$ cat src/rtl/fir_pkg.sv
// Shared types and defaults for the FIR output-side blocks.
package fir_pkg;

    typedef enum logic [1:0] {
        IDLE   = 2'd0,
        STREAM = 2'd1,
        DRAIN  = 2'd2,
        DONE   = 2'd3
    } fir_state_e;

    localparam int FIR_DW    = 12;
    localparam int FIR_ORDER = 8;
    localparam int FIR_CNT_W = 16;

    // Ceiling log2; clog2(1) = 0.
    function automatic int clog2(input int unsigned value);
        int r;
        r = 0;
        for (int unsigned v = value - 1; v > 0; v = v >> 1) begin
            r = r + 1;
        end
        return r;
    endfunction

endpackage

$ cat src/rtl/fir_out_fifo.sv
// First-word-fall-through FIFO: head entry is visible whenever the FIFO is non-empty.
module fir_out_fifo
    import fir_pkg::*;
#(
    parameter int  DW    = FIR_DW,
    parameter int  DEPTH = 8,
    localparam int AW    = clog2(DEPTH)
) (
    input  logic          clk,
    input  logic          rst,
    input  logic          wr_req,
    input  logic [DW-1:0] wr_data,
    input  logic          rd_req,
    output logic          wr_ok,
    output logic [DW-1:0] rd_data,
    output logic          valid,
    output logic [AW:0]   level
);

    logic [AW:0]   wr_ptr_q, wr_ptr_d;
    logic [AW:0]   rd_ptr_q, rd_ptr_d;
    logic [DW-1:0] mem_q [DEPTH];
    logic          empty, full, rd_ok;

    always_comb begin
        empty = (wr_ptr_q == rd_ptr_q);
        full  = (wr_ptr_q[AW-1:0] == rd_ptr_q[AW-1:0]) && (wr_ptr_q[AW] != rd_ptr_q[AW]);
        level = wr_ptr_q - rd_ptr_q;
        valid = !empty;
        rd_ok = rd_req && !empty;
        // A read on the same edge frees a slot, so a full FIFO still takes the write.
        wr_ok = wr_req && (!full || rd_ok);
        rd_data  = empty ? '0 : mem_q[rd_ptr_q[AW-1:0]];
        wr_ptr_d = wr_ptr_q;
        rd_ptr_d = rd_ptr_q;
        if (wr_ok) wr_ptr_d = wr_ptr_q + (AW+1)'(1);
        if (rd_ok) rd_ptr_d = rd_ptr_q + (AW+1)'(1);
    end

    always_ff @(posedge clk) begin
        if (rst) begin
            wr_ptr_q <= '0;
            rd_ptr_q <= '0;
        end else begin
            wr_ptr_q <= wr_ptr_d;
            rd_ptr_q <= rd_ptr_d;
        end
    end

    always_ff @(posedge clk) begin
        if (wr_ok) mem_q[wr_ptr_q[AW-1:0]] <= wr_data;
    end

endmodule

$ cat src/rtl/fir_out_buffer.sv
// Output buffer for the FIR filter: FWFT FIFO with valid/ready drain, sample
// counting, drop flag and end-of-stream detection.
module fir_out_buffer
    import fir_pkg::*;
#(
    parameter int DW           = FIR_DW,
    parameter int DEPTH        = 8,
    parameter int IDLE_TIMEOUT = 16,
    parameter int CNT_W        = FIR_CNT_W
) (
    input  logic                 CLK,
    input  logic                 RST,
    input  logic [DW-1:0]        DIN,
    input  logic                 VIN,
    output logic [DW-1:0]        DOUT,
    output logic                 VOUT,
    input  logic                 READY_I,
    output logic [clog2(DEPTH):0] LEVEL,
    output logic [CNT_W-1:0]     COUNT,
    output logic                 OVF,
    output logic                 END_SIM
);

    localparam int ICW = clog2(IDLE_TIMEOUT + 1);
    localparam logic [ICW-1:0] IDLE_MAX = ICW'(IDLE_TIMEOUT);

    fir_state_e       state_q, state_d;
    logic [ICW-1:0]   idle_cnt_q, idle_cnt_d;
    logic [CNT_W-1:0] count_q, count_d;
    logic             ovf_q, ovf_d;
    logic             wr_req, wr_ok;

    fir_out_fifo #(
        .DW    (DW),
        .DEPTH (DEPTH)
    ) u_fifo (
        .clk     (CLK),
        .rst     (RST),
        .wr_req  (wr_req),
        .wr_data (DIN),
        .rd_req  (READY_I),
        .wr_ok   (wr_ok),
        .rd_data (DOUT),
        .valid   (VOUT),
        .level   (LEVEL)
    );

    always_comb begin
        state_d    = state_q;
        idle_cnt_d = idle_cnt_q;
        wr_req     = 1'b0;
        case (state_q)
            IDLE: begin
                if (VIN) begin
                    wr_req  = 1'b1;
                    state_d = STREAM;
                end
            end
            STREAM: begin
                wr_req = VIN;
                if (VIN) begin
                    idle_cnt_d = '0;
                end else if (idle_cnt_q != IDLE_MAX) begin
                    idle_cnt_d = idle_cnt_q + ICW'(1);
                end
                if (idle_cnt_d == IDLE_MAX) state_d = DRAIN;
            end
            DRAIN: begin
                if (VIN) begin
                    wr_req     = 1'b1;
                    idle_cnt_d = '0;
                    state_d    = STREAM;
                end else if (LEVEL == '0) begin
                    state_d = DONE;
                end
            end
            DONE:    ;
            default: state_d = IDLE;
        endcase

        // Samples arriving after end of stream are treated as drops.
        ovf_d = ovf_q | (wr_req && !wr_ok) | ((state_q == DONE) && VIN);

        count_d = count_q;
        if (wr_ok && (count_q != '1)) count_d = count_q + CNT_W'(1);

        COUNT   = count_q;
        OVF     = ovf_q;
        END_SIM = (state_q == DONE);
    end

    always_ff @(posedge CLK) begin
        if (RST) begin
            state_q    <= IDLE;
            idle_cnt_q <= '0;
            count_q    <= '0;
            ovf_q      <= 1'b0;
        end else begin
            state_q    <= state_d;
            idle_cnt_q <= idle_cnt_d;
            count_q    <= count_d;
            ovf_q      <= ovf_d;
        end
    end

endmodule

$ cat config.mk
export PLATFORM = sky130hd
export DESIGN_NAME = fir_out_buffer
export DESIGN_NICKNAME = d
export VERILOG_FILES = /design/src/rtl/fir_pkg.sv /design/src/rtl/fir_out_fifo.sv /design/src/rtl/fir_out_buffer.sv
export SDC_FILE = /design/constraint.sdc
export NUM_CORES = 1
export LEC_CHECK = 0
export CORE_UTILIZATION = 50
export DETAILED_ROUTE_END_ITERATION = 16
export PLACE_DENSITY = 0.8
export SYNTH_ARGS = -nofsm -noshare
export SYNTH_HDL_FRONTEND = slang
export SYNTH_SLANG_ARGS = --single-unit
$ cat constraint.sdc
create_clock -name CLK -period 4.6 [get_ports CLK]
set_clock_uncertainty 0.05 [all_clocks]
set_input_delay 0.92 -clock CLK [delete_from_list [all_inputs] [get_ports CLK]]
set_output_delay 0.92 -clock CLK [all_outputs]
set_load 0.05 [all_outputs]
==> impl_metrics.py, run 1 <==
metrics = {
    "run_status": {
        "status": "complete, no violations",
    },
    "synth": {
        "yosys-top-cells-count": "edfxtp_1 (96), nor2_1 (47), dfxtp_1 (35)",
        "yosysTopAreaCell": "edfxtp_1",
        "synth_top_area_share_pct": 50.8,
        "synthMuxAreaShare_pct": 12.1,
        "async_flop_share_pct": 0,
        "synth-edff-count": 96,
        "syn_area_per_cell_sq_um": 14.3,
        "synth_xor_area_share_pct": 3.84,
        "syn-cell-area_sq_um": 5670,
        "synth-seq-cells": 131,
        "yosys.area_share.simple_pct": 10.5,
        "synth-adder-area-share_pct": 3.22,
        "syn_nets": 427,
        "synth_ff_type": "edfxtp_1",
        "ys_seq_area_share_pct": 63.2,
        "yosysMostFrequentCell": "edfxtp_1",
        "synth_top_family_by_area": "multiplexers",
        "synthDistinctLibCells": 51,
        "synth-compound-area-share_pct": 4.41,
        "syn_inst": 397,
        "synth.area.top_cells": "edfxtp_1 (51%), dfxtp_1 (12%), mux4_2 (9.5%)",
        "yosysWarnings": 0,
    },
    "place": {
        "dpl.cell_count": 581,
        "port_buffers": 50,
        "gp_congestion": 0.832,
        "postPlaceCellArea_sq_um": 6400,
        "dp_hpwl_mm": 6.76,
    },
    "global_route": {
        "grt_pass1_vias": 3594,
        "antenna_found_initial": 0,
        "grt_start_max_net_pins": 36,
        "grt_usage_pct": 20.7,
        "grt_util_met1_pct": 24.3,
        "grt_pass1_wl_mm": 17.7,
        "grt_use_met3_pct": 5.85,
        "grtUsageMet2_pct": 35.9,
        "overflow": 0,
        "busiest_layer": "met2",
    },
    "clock_tree": {
        "clk_latency_ps": 410,
        "cts_buffers": 17,
        "clk_pin_slew_ps": 60,
        "cts_resized": 0,
        "cts_root_buffer": "clkbuf_16",
        "htree_levels": 4,
        "post_cts_buffers": 0,
        "cts_max_path_buffers": 2,
        "cts-hold-fix-buffers": 0,
        "cts.sinks": 131,
        "cts_tree": "built",
    },
    "hold_path": {
        "min_path_type": "register to register",
    },
    "setup_path": {
        "crit_type": "register to output pin",
        "slowest_stage": "clkdlybuf4s50_1",
        "path_max_fanout": 13,
        "cp_top_family": "buffers and inverters",
        "critPathBufInv": 3,
        "cpPeakStageDelay_ps": 820,
        "critPathRequiredTime_ps": 3630,
        "worstSetupEndpointType": "output pin",
        "cp-start-kind": "register",
        "crit_chain": "inv_1 -> ha_1 -> nand3_1 -> nor2b_1 -> buf_4 -> nor2_1 -> clkdlybuf4s50_1",
        "crit_arrival_ps": 2880,
    },
    "power_and_ir_drop": {
        "power_density_nw_per_um2": 482,
        "p_clk_share_pct": 37.1,
        "p_int_mw": 2.35,
        "vdd_drop_max_v": 0.000276,
        "seq_power_share_pct": 39.9,
        "comb_power_share_pct": 23.0,
        "switching_share_pct": 29.9,
        "p_leak_nw": 2.28,
        "power_switching_mw": 1.00,
    },
    "floorplanning": {
        "start_util_pct": 51.9,
        "die_w_um": 109,
        "rows": 38,
        "core_area_sq_um": 10900,
        "ios": 51,
        "die_area_sq_um": 11800,
        "die_h_um": 109,
    },
    "routing": {
        "first_iter_violations": 173,
        "vias": 3421,
        "drt_pass1_iterations": 4,
        "drt.antenna.violating_nets": 0,
        "wire_per_inst_um": 18.1,
        "viasPerCell": 5.58,
        "drcViolationCount": 0,
        "wl_mm": 11.1,
    },
    "final_layout": {
        "utilization_pct": 63.6,
        "drive_gt1_share_pct": 16.7,
        "fillers": 811,
        "layoutNonFillerInstCount": 613,
        "design_area_sq_um": 6960,
        "layout.nets": 490,
        "antenna_cells": 0,
        "syn_to_final_growth_pct": 22.7,
    },
    "sta": {
        "final_hold_viol_count": 0,
        "slew_headroom_pct": 35.2,
        "max_freq_ghz": 0.260,
        "slew_violations": 0,
        "period_share_pct": 83.7,
        "tns_ps": 0,
        "setup_violations": 0,
        "finalCriticalPeriod_ps": 3850,
        "rsz0062_at_grt": "false",
        "worstMarginPinSlew_ps": 958,
    },
    "job": {
        "drv_cap": 0,
    },
}
[final cells by class]
type | instances | area, sq um | share of cell area, %
Inverter | 21 | 78.8 | 1.13
Clock inverter | 14 | 133 | 1.91
Tap cell | 140 | 175 | 2.52
Multi-Input combinational cell | 227 | 1970 | 28.3
Timing Repair Buffer | 62 | 591 | 8.48
Clock buffer | 18 | 429 | 6.17
Sequential cell | 131 | 3580 | 51.5
[sequential cells by signal, indices dropped and copies added, names as in the netlist, named ones only]
signal and count:
idle_cnt_q 5, OVF 1, state_q 2, u_fifo.mem_q 96, u_fifo.wr_ptr_q 4, COUNT 16, u_fifo.rd_ptr_q 4
[cells in the final DEF (no fill, tap or decap), types with 2 or more instances in the layout]
master and instances:
nor3_1 10, edfxtp_1 96, clkinv_4 6, dfxtp_1 35, clkinv_2 3, nor2b_1 4
clkdlybuf4s50_1 50, nor4_2 4, nor4_1 4, xnor2_1 19, nand4_1 3, clkinvlp_4 2
nand2_1 13, a211o_1 2, inv_1 21, mux4_2 24, o21ai_0 7, buf_4 12
mux2i_1 12, o32a_1 3, and3_1 2, and4_1 3, nor3b_1 4, a21oi_1 11
nor2_1 47, ha_1 13, nor3_2 3, nand3_1 10, clkbuf_16 17, xor2_1 4
[metal layers]
metal	wire length, um	up-vias	share of wire, %
met2	5880	94	53
li1	-	1628	-
met1	4660	1693	42
met3	470	6	4.2
met4	71	0	0.64
met5	0	-	0
[per-stage QoR]
stage | total power, mW | hold WS (ps) | worst slack (ps)
floorplan | 1.91 | 426 | 1370
global placement | 2.12 | 385 | 1290
detailed placement | 2.14 | 397 | 1160
CTS | 3.39 | 410 | 719
global route | 3.49 | 433 | 596
finish | 3.36 | 407 | 751
[worst register-to-register path, stage by stage (launching register included)]
cell	delay, ps
dfxtp_1	490
inv_1	190
ha_1	340
nand3_1	190
o31ai_4	580
buf_4	270
nor3_1	90
and3_1	210
mux2_1	300
[power by group through the flow]
stage | logic, mW | clock network (mW) | registers, mW
2_1_floorplan | 0.549 | 0 | 1.36
3_3_place_gp | 0.762 | 0 | 1.36
3_5_place_dp | 0.778 | 0 | 1.36
4_1_cts | 0.782 | 1.27 | 1.34
5_1_grt | 0.830 | 1.32 | 1.34
6_report | 0.773 | 1.24 | 1.34
[cell families (layout without fill, tap and decap cells)]
| logic type | after synthesis | after routing |
|---|---|---|
| xor gates and xnor gates | 24 | 24 |
| DFF | 131 | 131 |
| and+or+nand+nor | 116 | 116 |
| buffers and inverters | 39 | 115 |
| muxes | 38 | 38 |
| adders and majority gates | 14 | 14 |
| AOI/OAI and AO/OA | 35 | 35 |
[path summary, 6_finish.rpt]
kind / from / to / cells after the start / slack (ps)
hold / removal: OVF / OVF / 2 / 410
hold reg to reg: OVF / OVF / 2 / 410
setup reg to reg: u_fifo.wr_ptr_q[0] / COUNT[14] / 8 / 1780
setup / recovery: u_fifo.wr_ptr_q[0] / DOUT[3] / 7 / 750
Note: power is estimated with default switching activity, not from simulation.
==> run 2: changes to the inputs <==
PLACE_DENSITY = 0.83   (was 0.8)
clock period = 3.4 ns   (was 4.6 ns; I/O delays follow)
==> impl_metrics.py, run 2 (synthesized netlist as in run 1, its figures left out) <==
metrics = {
    "final_layout": {
        "drive_gt1_share_pct": 19.0,
        "design_area_sq_um": 6950,
        "syn_to_final_growth_pct": 22.4,
        "largest_reg_flops": 96,
        "final_common_cell": "edfxtp_1",
        "utilization_pct": 63.5,
        "layout_common_cells": "edfxtp_1 (96), nor2_1 (47), dfxtp_1 (35)",
        "antenna_cells": 0,
        "layout.nets": 491,
    },
    "routing": {
        "wl_mm": 11.2,
        "viasPerCell": 5.64,
        "drt.antenna.violating_nets": 0,
        "vias": 3461,
        "drcViolationCount": 0,
        "wire_per_inst_um": 18.3,
        "drt_pass1_iterations": 5,
        "first_iter_violations": 181,
    },
    "sta": {
        "max_freq_ghz": 0.315,
        "rsz0062_at_grt": "false",
        "slew_violations": 0,
        "slew_headroom_pct": 40.3,
        "finalCriticalPeriod_ps": 3170,
        "tns_ps": 0,
        "period_share_pct": 93.3,
        "setup_violations": 0,
        "final_hold_viol_count": 0,
        "worstMarginPinSlew_ps": 882,
    },
    "clock_tree": {
        "cts_max_path_buffers": 2,
        "clk_pin_slew_ps": 60,
        "cts_buffers": 17,
        "htree_levels": 4,
        "clk_latency_ps": 400,
        "cts.sinks": 131,
        "cts_root_buffer": "clkbuf_16",
        "post_cts_buffers": 0,
        "cts_tree": "built",
    },
    "global_route": {
        "grt_usage_pct": 20.7,
        "antenna_found_initial": 0,
        "overflow": 0,
        "grt_pass1_vias": 3522,
        "grt_pass1_wl_mm": 17.7,
        "grt_start_max_net_pins": 25,
    },
    "place": {
        "port_buffers": 50,
        "postPlaceCellArea_sq_um": 6360,
        "gp_congestion": 0.808,
        "dp_hpwl_mm": 6.89,
    },
    "setup_path": {
        "cp_common_cell": "inv_1",
        "path_max_fanout": 7,
        "critPathRequiredTime_ps": 2670,
        "crit_type": "register to output pin",
        "crit_arrival_ps": 2440,
        "crit_chain": "inv_1 -> ha_1 -> inv_1 -> fa_1 -> xor2_1 -> dlygate4sd2_1",
        "ff2ff_path_depth": 8,
        "cpPeakStageDelay_ps": 560,
        "critical_path_cell_count": 6,
        "cp-start-kind": "register",
        "cp_top_family": "buffers and inverters",
        "slowest_stage": "dlygate4sd2_1",
        "critPathBufInv": 3,
        "worstSetupEndpointType": "output pin",
    },
    "floorplanning": {
        "die_h_um": 109,
        "ios": 51,
        "die_w_um": 109,
        "rows": 38,
        "core_area_sq_um": 10900,
        "start_util_pct": 51.9,
        "die_area_sq_um": 11800,
    },
    "power_and_ir_drop": {
        "vdd_drop_max_v": 0.000532,
        "p_total_mw": 4.61,
        "power_density_nw_per_um2": 664,
        "p_leak_nw": 2.33,
    },
    "hold_path": {
        "min_path_type": "register to register",
        "hold_depth": 2,
    },
    "run_status": {
        "status": "complete, no violations",
    },
    "job": {
        "drv_cap": 0,
    },
}
[run 2: through the flow]
stage	std cells	setup slack, ps	hold WS, ps
2_1_floorplan	397	382	426
3_3_place_gp	582	459	386
3_5_place_dp	582	412	388
4_1_cts	614	43.0	405
5_1_grt	614	91.1	445
6_report	614	229	405
[run 2: cell type report]
class | instances | area (sq um)
tap | 140 | 175
timing repair buffer | 63 | 566
fill | 799 | 3990
multi-input combinational | 227 | 1960
sequential | 131 | 3580
inverter | 21 | 78.8
clock buffer | 17 | 425
clock inverter | 15 | 158
[run 2: what timing repair did]
action,CTS,global route
resized for setup,2,1
hold endpoints to repair,0,0
cloned,0,0
hold buffers,0,0
setup endpoints to repair,2,1
[run 2: path summary, 6_finish.rpt]
path / end / startpoint / slack, ps
setup / recovery: LEVEL[2] / u_fifo.wr_ptr_q[0] / 230
hold / removal: OVF / OVF / 400
setup reg to reg: state_q[1] / u_fifo.wr_ptr_q[0] / 730
hold reg to reg: OVF / OVF / 400
[run 2: tightest hold or removal path, stage by stage (launching register included)]
cell and delay (ps):
dfxtp_1 310, inv_1 50, a21oi_1 50
[run 2: metal layers]
metal / track usage (%) / up-vias / wire length (um)
met2: 35.1 / 95 / 5690
met5: 0 / - / 0
met4: 7.82 / 0 / 121
met1: 24.9 / 1733 / 4790
met3: 5.97 / 6 / 599
li1: - / 1627 / -
[run 2: power by group]
part	internal (mW)	switching [mW]	total, mW
clock network	1.09	0.685	1.77
logic	0.374	0.656	1.03
registers	1.77	0.0402	1.81
==> run 3: changes to the inputs <==
TNS_END_PERCENT = 5   (was not set)
==> results of run 3 <==
No change in the layout: final DEF, timing and power equal those of run 2.
